## config.mk

```make
export PLATFORM = sky130hd
export DESIGN_NAME = io_resp
export DESIGN_NICKNAME = d
export VERILOG_FILES = /design/src/rtl/io_pkg.sv /design/src/rtl/note_fifo.sv /design/src/rtl/io_resp.sv
export SDC_FILE = /design/constraint.sdc
export NUM_CORES = 1
export LEC_CHECK = 0
export BUFFER_PORTS_ARGS = -buffer_cell sky130_fd_sc_hd__buf_2
export CAP_MARGIN = 20
export CELL_PAD_IN_SITES_DETAIL_PLACEMENT = 1
export CELL_PAD_IN_SITES_GLOBAL_PLACEMENT = 1
export CORE_ASPECT_RATIO = 1.5
export CORE_MARGIN = 8
export CORE_UTILIZATION = 30
export DETAILED_ROUTE_END_ITERATION = 16
export PLACE_DENSITY = 0.61
export SLEW_MARGIN = 0
export SYNTH_ARGS = -nofsm -noshare
export SYNTH_HDL_FRONTEND = slang
export SYNTH_SLANG_ARGS = --single-unit
```

## constraint.sdc

```tcl
create_clock -name clk -period 3.65 [get_ports clk]
set_clock_uncertainty 0.15 [all_clocks]
set_input_delay 0.1825 -clock clk [delete_from_list [all_inputs] [get_ports clk]]
set_output_delay 0.1825 -clock clk [all_outputs]
set_load 0.05 [all_outputs]
```

## src/rtl/io_pkg.sv

```systemverilog
// Shared register-map constants for the memory-mapped I/O responder.
// Offsets are addr[3:0] within the 16-word window.
package io_pkg;

    localparam logic [3:0] OFF_NOTE   = 4'd0;
    localparam logic [3:0] OFF_STATUS = 4'd1;
    localparam logic [3:0] OFF_TLOAD  = 4'd2;
    localparam logic [3:0] OFF_TCTRL  = 4'd3;

    localparam int ST_EMPTY = 0;
    localparam int ST_FULL  = 1;
    localparam int ST_OVF   = 2;
    localparam int ST_EXP   = 3;

    localparam int CTRL_EN  = 0;
    localparam int CTRL_AR  = 1;
    localparam int CLR_BIT  = 15;

endpackage

```

## src/rtl/note_fifo.sv

```systemverilog
// Note-word FIFO: power-of-2 depth, naturally wrapping pointers, separate count.
// A push while full succeeds only when a pop frees a slot in the same cycle.
module note_fifo #(
    parameter int DEPTH = 8,
    parameter int WIDTH = 16
) (
    input  logic                     clk,
    input  logic                     rst_n,
    input  logic                     push,
    input  logic                     pop,
    input  logic [WIDTH-1:0]         din,
    output logic [WIDTH-1:0]         dout,
    output logic                     empty,
    output logic                     full,
    output logic [$clog2(DEPTH):0]   count,
    output logic                     drop
);

    localparam int AW = $clog2(DEPTH);

    logic [WIDTH-1:0] mem [DEPTH];
    logic [AW-1:0]    wr_ptr_reg, rd_ptr_reg;
    logic [AW:0]      count_reg;
    logic             pop_ok, push_ok;

    assign empty   = (count_reg == '0);
    assign full    = (count_reg == (AW+1)'(DEPTH));
    assign pop_ok  = pop && !empty;
    assign push_ok = push && (!full || pop_ok);
    assign drop    = push && full && !pop_ok;
    assign count   = count_reg;
    // Gate the head so it reads 0 when nothing is queued (including after reset).
    assign dout    = empty ? '0 : mem[rd_ptr_reg];

    always_ff @(posedge clk) begin
        if (push_ok)
            mem[wr_ptr_reg] <= din;
    end

    always_ff @(posedge clk or negedge rst_n) begin
        if (!rst_n) begin
            wr_ptr_reg <= '0;
            rd_ptr_reg <= '0;
            count_reg  <= '0;
        end else begin
            if (push_ok)
                wr_ptr_reg <= wr_ptr_reg + AW'(1);
            if (pop_ok)
                rd_ptr_reg <= rd_ptr_reg + AW'(1);
            if (push_ok && !pop_ok)
                count_reg <= count_reg + (AW+1)'(1);
            else if (pop_ok && !push_ok)
                count_reg <= count_reg - (AW+1)'(1);
        end
    end

endmodule

```

## src/rtl/io_resp.sv

```systemverilog
// Memory-mapped I/O responder: note FIFO toward the audio engine plus a
// down-counter timer with sticky expiry; reads are combinational.
module io_resp
    import io_pkg::*;
#(
    parameter logic [15:0] BASE_ADDR  = 16'hF000,
    parameter int          FIFO_DEPTH = 8
) (
    input  logic        clk,
    input  logic        rst_n,
    input  logic [15:0] addr,
    input  logic        re,
    input  logic        we,
    input  logic [15:0] wrt_data,
    output logic        io_hit,
    output logic [15:0] io_rd_data,
    output logic        note_vld,
    output logic [15:0] note_data,
    input  logic        note_rdy,
    output logic        irq
);

    localparam int CW = $clog2(FIFO_DEPTH) + 1;

    logic [3:0]    offset;
    logic          wr_hit, tload_wr, tctrl_wr, clr_req;
    logic          fifo_empty, fifo_full, fifo_drop;
    logic [CW-1:0] fifo_count;

    logic [15:0] cnt_reg, cnt_next;
    logic [15:0] load_reg;
    logic [1:0]  ctrl_reg;
    logic        exp_reg, exp_next;
    logic        ovf_reg, ovf_next;
    logic        tick, expire;

    assign offset   = addr[3:0];
    assign io_hit   = (addr[15:4] == BASE_ADDR[15:4]) && (re || we);
    assign wr_hit   = io_hit && we;
    assign tload_wr = wr_hit && (offset == OFF_TLOAD);
    assign tctrl_wr = wr_hit && (offset == OFF_TCTRL);
    assign clr_req  = tctrl_wr && wrt_data[CLR_BIT];
    assign note_vld = !fifo_empty;
    assign irq      = exp_reg;

    note_fifo #(.DEPTH(FIFO_DEPTH), .WIDTH(16)) u_fifo (
        .clk   (clk),
        .rst_n (rst_n),
        .push  (wr_hit && (offset == OFF_NOTE)),
        .pop   (note_vld && note_rdy),
        .din   (wrt_data),
        .dout  (note_data),
        .empty (fifo_empty),
        .full  (fifo_full),
        .count (fifo_count),
        .drop  (fifo_drop)
    );

    // A TLOAD write overrides the counter but does not suppress a 1->0 expiry.
    always_comb begin
        tick     = ctrl_reg[CTRL_EN] && (cnt_reg != 16'd0);
        expire   = tick && (cnt_reg == 16'd1);
        cnt_next = cnt_reg;
        if (tload_wr)
            cnt_next = wrt_data;
        else if (tick)
            cnt_next = cnt_reg - 16'd1;
        else if (ctrl_reg[CTRL_EN] && ctrl_reg[CTRL_AR])
            cnt_next = load_reg;

        exp_next = exp_reg;
        ovf_next = ovf_reg;
        if (clr_req) begin
            exp_next = 1'b0;
            ovf_next = 1'b0;
        end
        if (expire)
            exp_next = 1'b1;
        if (fifo_drop)
            ovf_next = 1'b1;
    end

    always_ff @(posedge clk or negedge rst_n) begin
        if (!rst_n) begin
            cnt_reg  <= '0;
            load_reg <= '0;
            ctrl_reg <= '0;
            exp_reg  <= 1'b0;
            ovf_reg  <= 1'b0;
        end else begin
            cnt_reg <= cnt_next;
            exp_reg <= exp_next;
            ovf_reg <= ovf_next;
            if (tload_wr)
                load_reg <= wrt_data;
            if (tctrl_wr)
                ctrl_reg <= wrt_data[1:0];
        end
    end

    always_comb begin
        io_rd_data = '0;
        if (io_hit && re) begin
            case (offset)
                OFF_NOTE:   io_rd_data = 16'(fifo_count);
                OFF_STATUS: begin
                    io_rd_data[ST_EMPTY] = fifo_empty;
                    io_rd_data[ST_FULL]  = fifo_full;
                    io_rd_data[ST_OVF]   = ovf_reg;
                    io_rd_data[ST_EXP]   = exp_reg;
                end
                OFF_TLOAD:  io_rd_data = cnt_reg;
                OFF_TCTRL:  io_rd_data = {14'b0, ctrl_reg};
                default:    io_rd_data = '0;
            endcase
        end
    end

endmodule

```

After elaboration in Yosys (flattened, before gate mapping):

Memories as Yosys holds them, arrays and structs flattened.
Index checks and enable logic that the tools add are counted.

* register bits: 46
* memory bits (writable): 128
* bits of input ports: 37
* memories kept: 1

* add/subtract/negate cells: 5
* equality and inequality tests: 6
* muxes and demuxes: 14
* reduce and logical (&&, ||, !) cells: 30

Memory list
* u_fifo.mem: depth 8, bits a word 16, rd ports 1, clocked after Yosys merged registers in 0, wr ports 1, RTL line note_fifo.sv:21 `logic [WIDTH-1:0] mem [DEPTH];`

Operators with widths (number)
* 2-to-1 mux 16 bit: 5
* logical AND 1 bit: 17
* == test 16 x 1 -> 1 bit (second input constant): 1
* case mux 4 bit (4 select lines): 1
* nonzero test 16 bit: 1
* subtractor 16 x 1 -> 16 bit (second input constant): 1
* == test 12 bit (second input constant): 1
* 2-to-1 mux 12 bit: 1
* == test 4 x 2 -> 1 bit (second input constant): 2
* zero test 4 bit: 2
* 2-to-1 mux 4 bit: 2
* adder 3 x 1 -> 3 bit (second input constant): 2
* nonzero test 2 bit: 3
* 2-to-1 mux 1 bit: 5
* adder 4 x 1 -> 4 bit (second input constant): 1
* == test 4 x 1 -> 1 bit (second input constant): 1
* == test 4 bit (second input constant): 1
* zero test 1 bit: 4
* subtractor 4 x 1 -> 4 bit (second input constant): 1
* nonzero test 3 bit: 1
* logical OR 1 bit: 2

Logic depth before layout (Yosys ltp):

* depth after elaboration: 10
* mapped depth: 12
* mapped depth without buffers: 11

Cells and area by module:

Synthesis repeated with hierarchy kept, for this count alone.

* cell total of the unflattened synthesis: 525
* area, all modules: 7786.2 um^2

Modules (own cells, without submodules)
* note_fifo: instances 1, cells an instance 254, area an instance 5452.7 um^2, sequential area each 4093.9 um^2
* io_resp: instances 1, cells an instance 271, area an instance 2333.5 um^2, sequential area each 900.9 um^2

Worst setup path after synthesis:

OpenSTA, ideal clock, no wires.

* path type: input to register
* start point: in addr[5]
* end point: mem u_fifo.mem[2][0] (enable)
* setup time: 0.413 ns
* arrival time: 2.664 ns
* required time: 3.087 ns
* setup slack: 0.423 ns
* cell stages on the path: 6
* path through: or4b_4 nor3_4 and4b_1 buf_4 nand2b_1 nor3b_1

* cells in the longest elaborated chain, start to end: 7

RTL lines
* start, declared: RTL line io_resp.sv:11 `input logic [15:0] addr,`
* == test 12 bit: RTL line io_resp.sv:38 `assign io_hit = (addr[15:4] == BASE_ADDR[15:4]) && (re || we);`
* logical AND 1 bit: RTL line io_resp.sv:38
* logical AND 1 bit: RTL line io_resp.sv:39 `assign wr_hit = io_hit && we;`
* logical AND 1 bit: RTL line io_resp.sv:49 `.push (wr_hit && (offset == OFF_NOTE)),`
* logical AND 1 bit: RTL line note_fifo.sv:29 `assign push_ok = push && (!full || pop_ok);`
* net u_fifo.push_ok: RTL line note_fifo.sv:24 `logic pop_ok, push_ok;`
* 2-to-1 mux 1 bit: RTL line note_fifo.sv:36 `if (push_ok)`
* 2-to-1 mux 1 bit (not written as such): RTL line note_fifo.sv:37 `mem[wr_ptr_reg] <= din;`
* end, declared: RTL line note_fifo.sv:21

The timed path passes the listed nets, and every way through them passes these cells.

Worst setup path after layout:

* start point: reg u_fifo.count_reg[0] (netlist: u_fifo.count[0])
* end point: reg u_fifo.count_reg[3] (netlist: u_fifo.count[3])

* cells in the longest elaborated chain, start to end: 9
* elaborated cells between the ends (all ways): 17
* classes of those cells: add/sub (2); eq/ne (1); mux (2); reduce/logical (12)

RTL lines
* start, declared: RTL line note_fifo.sv:23 `logic [AW:0] count_reg;`
* start signal, assigned: RTL line note_fifo.sv:51 `count_reg <= count_reg + (AW+1)'(1);`
* start signal, assigned: RTL line note_fifo.sv:53 `count_reg <= count_reg - (AW+1)'(1);`
* zero test 4 bit: RTL line note_fifo.sv:26 `assign empty = (count_reg == '0);`
* zero test 1 bit: RTL line note_fifo.sv:28, io_resp.sv:43
* logical AND 1 bit: RTL line io_resp.sv:50 `.pop (note_vld && note_rdy),`
* logical AND 1 bit: RTL line note_fifo.sv:28 `assign pop_ok = pop && !empty;`
* logical OR 1 bit: RTL line note_fifo.sv:29
* logical AND 1 bit: RTL line note_fifo.sv:29
* zero test 1 bit: RTL line note_fifo.sv:52 `else if (pop_ok && !push_ok)`
* logical AND 1 bit: RTL line note_fifo.sv:52
* nonzero test 2 bit (no line)

Several ways; a longest one is shown, not always the timed one. The select of a mux whose other input is x is not followed.
A chain may end at the register's enable or synchronous reset.

==> results.txt <==
Nets - 673
Drt pass-1 iters - 4
DIE WIDTH - 148.2 um
Vias - 4798
DR iter-0 viols - 271
Final Hold Vio Count - 0
Final worst setup slack - 0.5033 ns
Sw Pwr - 2.211 mW
Synthesized area per cell - 14.78 um2
Outcome - complete, no violations
Asr flop ratio synth - 26.44%
IO Pins - 72
TritonCTS clock tree - done
DR vias/cell - 4.931
Fillers - 2726
Comb pwr share - 31.8%
Ys flop type - edfxtp_1
Global-route wire length before repair - 32.09 mm
Final Instance Count excl. Fillers - 973
Synth warn - 0
Hold_buf cts - 18
Worst-path clk slew - 0.06 ns
Synthesized flop and latch total - 174
Max VDD drop - 0.2789 mV
Post-route ant nets - 0
Yosys top cell by area - edfxtp_1
CTS Buf Count - 17
Largest net degree at the start of global routing - 33
Crit path required time - 3.79 ns
Register area share after synthesis - 63.53%
Initial Util - 30.52%
CTS max path bufs - 2
Ranking of synthesized cells by area - edfxtp_1 (49%), dfrtp_1 (15%), mux4_2 (9.2%), nand2_1 (2.9%), mux2i_1 (2.3%)
Setup repair bufs after CTS - 0
Bufs and invs on worst path - 1
Worst-Skew Late Latency - 0.42 ns
Vias in the first global route - 5563
Post-synth EDFFs - 128
Max Slew Vio Count - 0
Share of power burned in the clock network - 29.8%
CTS Sinks - 174
Post-DP HPWL - 14.06 mm
CTS Root Cell - clkbuf_16
CP Capture Type - register
Antenna violations before repair - 0
Area share of the largest cell type after synthesis - 48.89%
Core Region - 25760 um2
Most common cell in the netlist - edfxtp_1
Leakage - 3.586 nW
Power per cell area - 669.6 nW/um2
Worst Tran Pin Value - 0.8560 ns
Vert. Die Dim - 214.3 um
Depth of the CTS H-tree - 4
Internal - 4.099 mW
Area Overhead vs Synth - 19.86%
Drc violations - 0
Max-Slew Margin vs Limit - 42.93%
Most common library cells after synthesis - edfxtp_1 (128), nand2_1 (60), nor2_1 (47)
Period utilization - 86.21%
Post-Synthesis Cells - 532
Max reg flops - 128
Die ar. - 31750 um2
Total negative setup slack - 0 ns
Netlist Area Pre-Place - 7863 um2
Gpl congestion - 0.8056
PortBufs - 71
Gr usage total - 13.06%
CP Launch Type - register
Antenna cells - 0
DP Cell Count - 923
RSZ-0062 raised after global routing - no
Critical path's slowest cell - or4b_1
Sequential power share - 38.4%
Cell row count - 72
Top cell family by delay on the critical path - simple AND/OR/NAND/NOR gates
Synth unique cells - 67
Final setup violation count - 0
Kind of critical path - reg -> reg
Routed WL - 19.96 mm
Total power - 6.311 mW
Wire length per cell - 20.52 um
Final Core Density - 36.58%
Min cycle time layout - 3.147 ns
Syn nets - 578
Remaining global-route overflow - 0
Worst slack, placed - 0.5046 ns
WP data arrival - 3.29 ns
Max_cap viols - 0
Fmax - 317.8 MHz
CP max FO - 6
Layout cells sized above 1 - 27.66%
Sw frac - 35.04%
Hold/Removal Path Class - in -> reg
Critical Path, Cell by Cell - or4b_1 > nor2_1 > and4b_1 > ha_1 > inv_1 > ha_1 > a21o_1 > a21oi_1 > xnor2_1 > nor2_1 > xor2_1
CP max stage delay - 0.56 ns
Post-CTS sizing - 0
## layer usage
metal / vias up / track usage [%] / part of all wire (%)
met2: 65 / 24.85 / 57
met1: 2495 / 14.45 / 40
met4: 0 / 3.889 / 1.1
met3: 12 / 1.922 / 1.8
met5: - / 0 / 0
li1: 2226 / - / -
## power by group through the flow
stage               Combinational [mW]  Sequential (mW)  Clock, mW
floorplan                         1.64             2.31          0
global placement                  1.99             2.46          0
detailed placement                2.04             2.48          0
CTS                               2.06             2.43       1.92
global route                      2.17             2.45       2.00
finish                            2.01             2.43       1.88
## cell type report
| class | instances | area (um2) | share of cell area [%] |
|---|---|---|---|
| tap | 333 | 416.7 | 4.421 |
| clock inverter | 11 | 156.4 | 1.660 |
| timing repair buffer | 108 | 678.2 | 7.196 |
| multi-input combinational | 320 | 2694 | 28.58 |
| sequential | 174 | 4996 | 53.01 |
| inverter | 6 | 22.52 | 0.2390 |
| clock buffer | 21 | 460.4 | 4.886 |
## stage by stage
stage | hold WS (ns) | instance area [um2]
after floorplan | -0.2631 | 7863
after global placement | 0.08593 | 8627
after detailed placement | 0.1040 | 8627
after CTS | 0.06504 | 9424
after global routing | 0.08357 | 9424
final | 0.08564 | 9424
## cells by family after synthesis
logic type / synth area share (%)
and+or+nand+nor: 11.94
DFF: 63.53
AOI/OAI and AO/OA: 6.604
muxes: 12.03
buffers and inverters: 2.705
xor gates and xnor gates: 1.671
adders and majority gates: 1.528
## worst min-delay path, cell delays in order
cell	delay, ns
buf_2	0.13
and3_1	0.16
a22o_1	0.14
## cells in the final DEF, fill, tap and decap left out, drive strengths merged, types with 4 or more instances in the layout
cell type / synthesis / layout
edfxtp: 128 / 128
a221oi: 4 / 4
clkbuf: 10 / 21
nor2: 48 / 48
a211o: 6 / 6
ha: 8 / 8
xnor2: 7 / 7
mux2: 4 / 4
nor3: 6 / 6
nand2: 60 / 60
and2: 17 / 17
dlygate4sd3: 0 / 18
dfrtp: 46 / 46
mux4: 32 / 32
xor2: 8 / 8
mux2i: 18 / 18
nand3: 9 / 9
nand4: 5 / 5
a31oi: 4 / 4
inv: 6 / 9
a211oi: 11 / 11
buf: 22 / 90
nor4: 5 / 5
a21oi: 14 / 14
nor3b: 6 / 6
o21ai: 5 / 5
## path summary, 6_finish.rpt
check	from	endpoint	slack, ns	cells past startpoint
min in group asynchronous	rst_n	load_reg[11]$_DFFE_PN0P_	0.18	2
min	we	ovf_reg$_DFFE_PN0P_	0.09	3
max in group asynchronous	rst_n	u_fifo.rd_ptr_reg[0]$_DFFE_PN0N_	2.38	3
min reg2reg	load_reg[11]$_DFFE_PN0P_	load_reg[11]$_DFFE_PN0P_	0.33	2
max reg2reg	u_fifo.count[0]$_DFFE_PN0P_	u_fifo.count[3]$_DFFE_PN0P_	0.50	11
max	u_fifo.count[0]$_DFFE_PN0P_	u_fifo.count[3]$_DFFE_PN0P_	0.50	11
No activity file was read; power rests on OpenSTA's default activity.
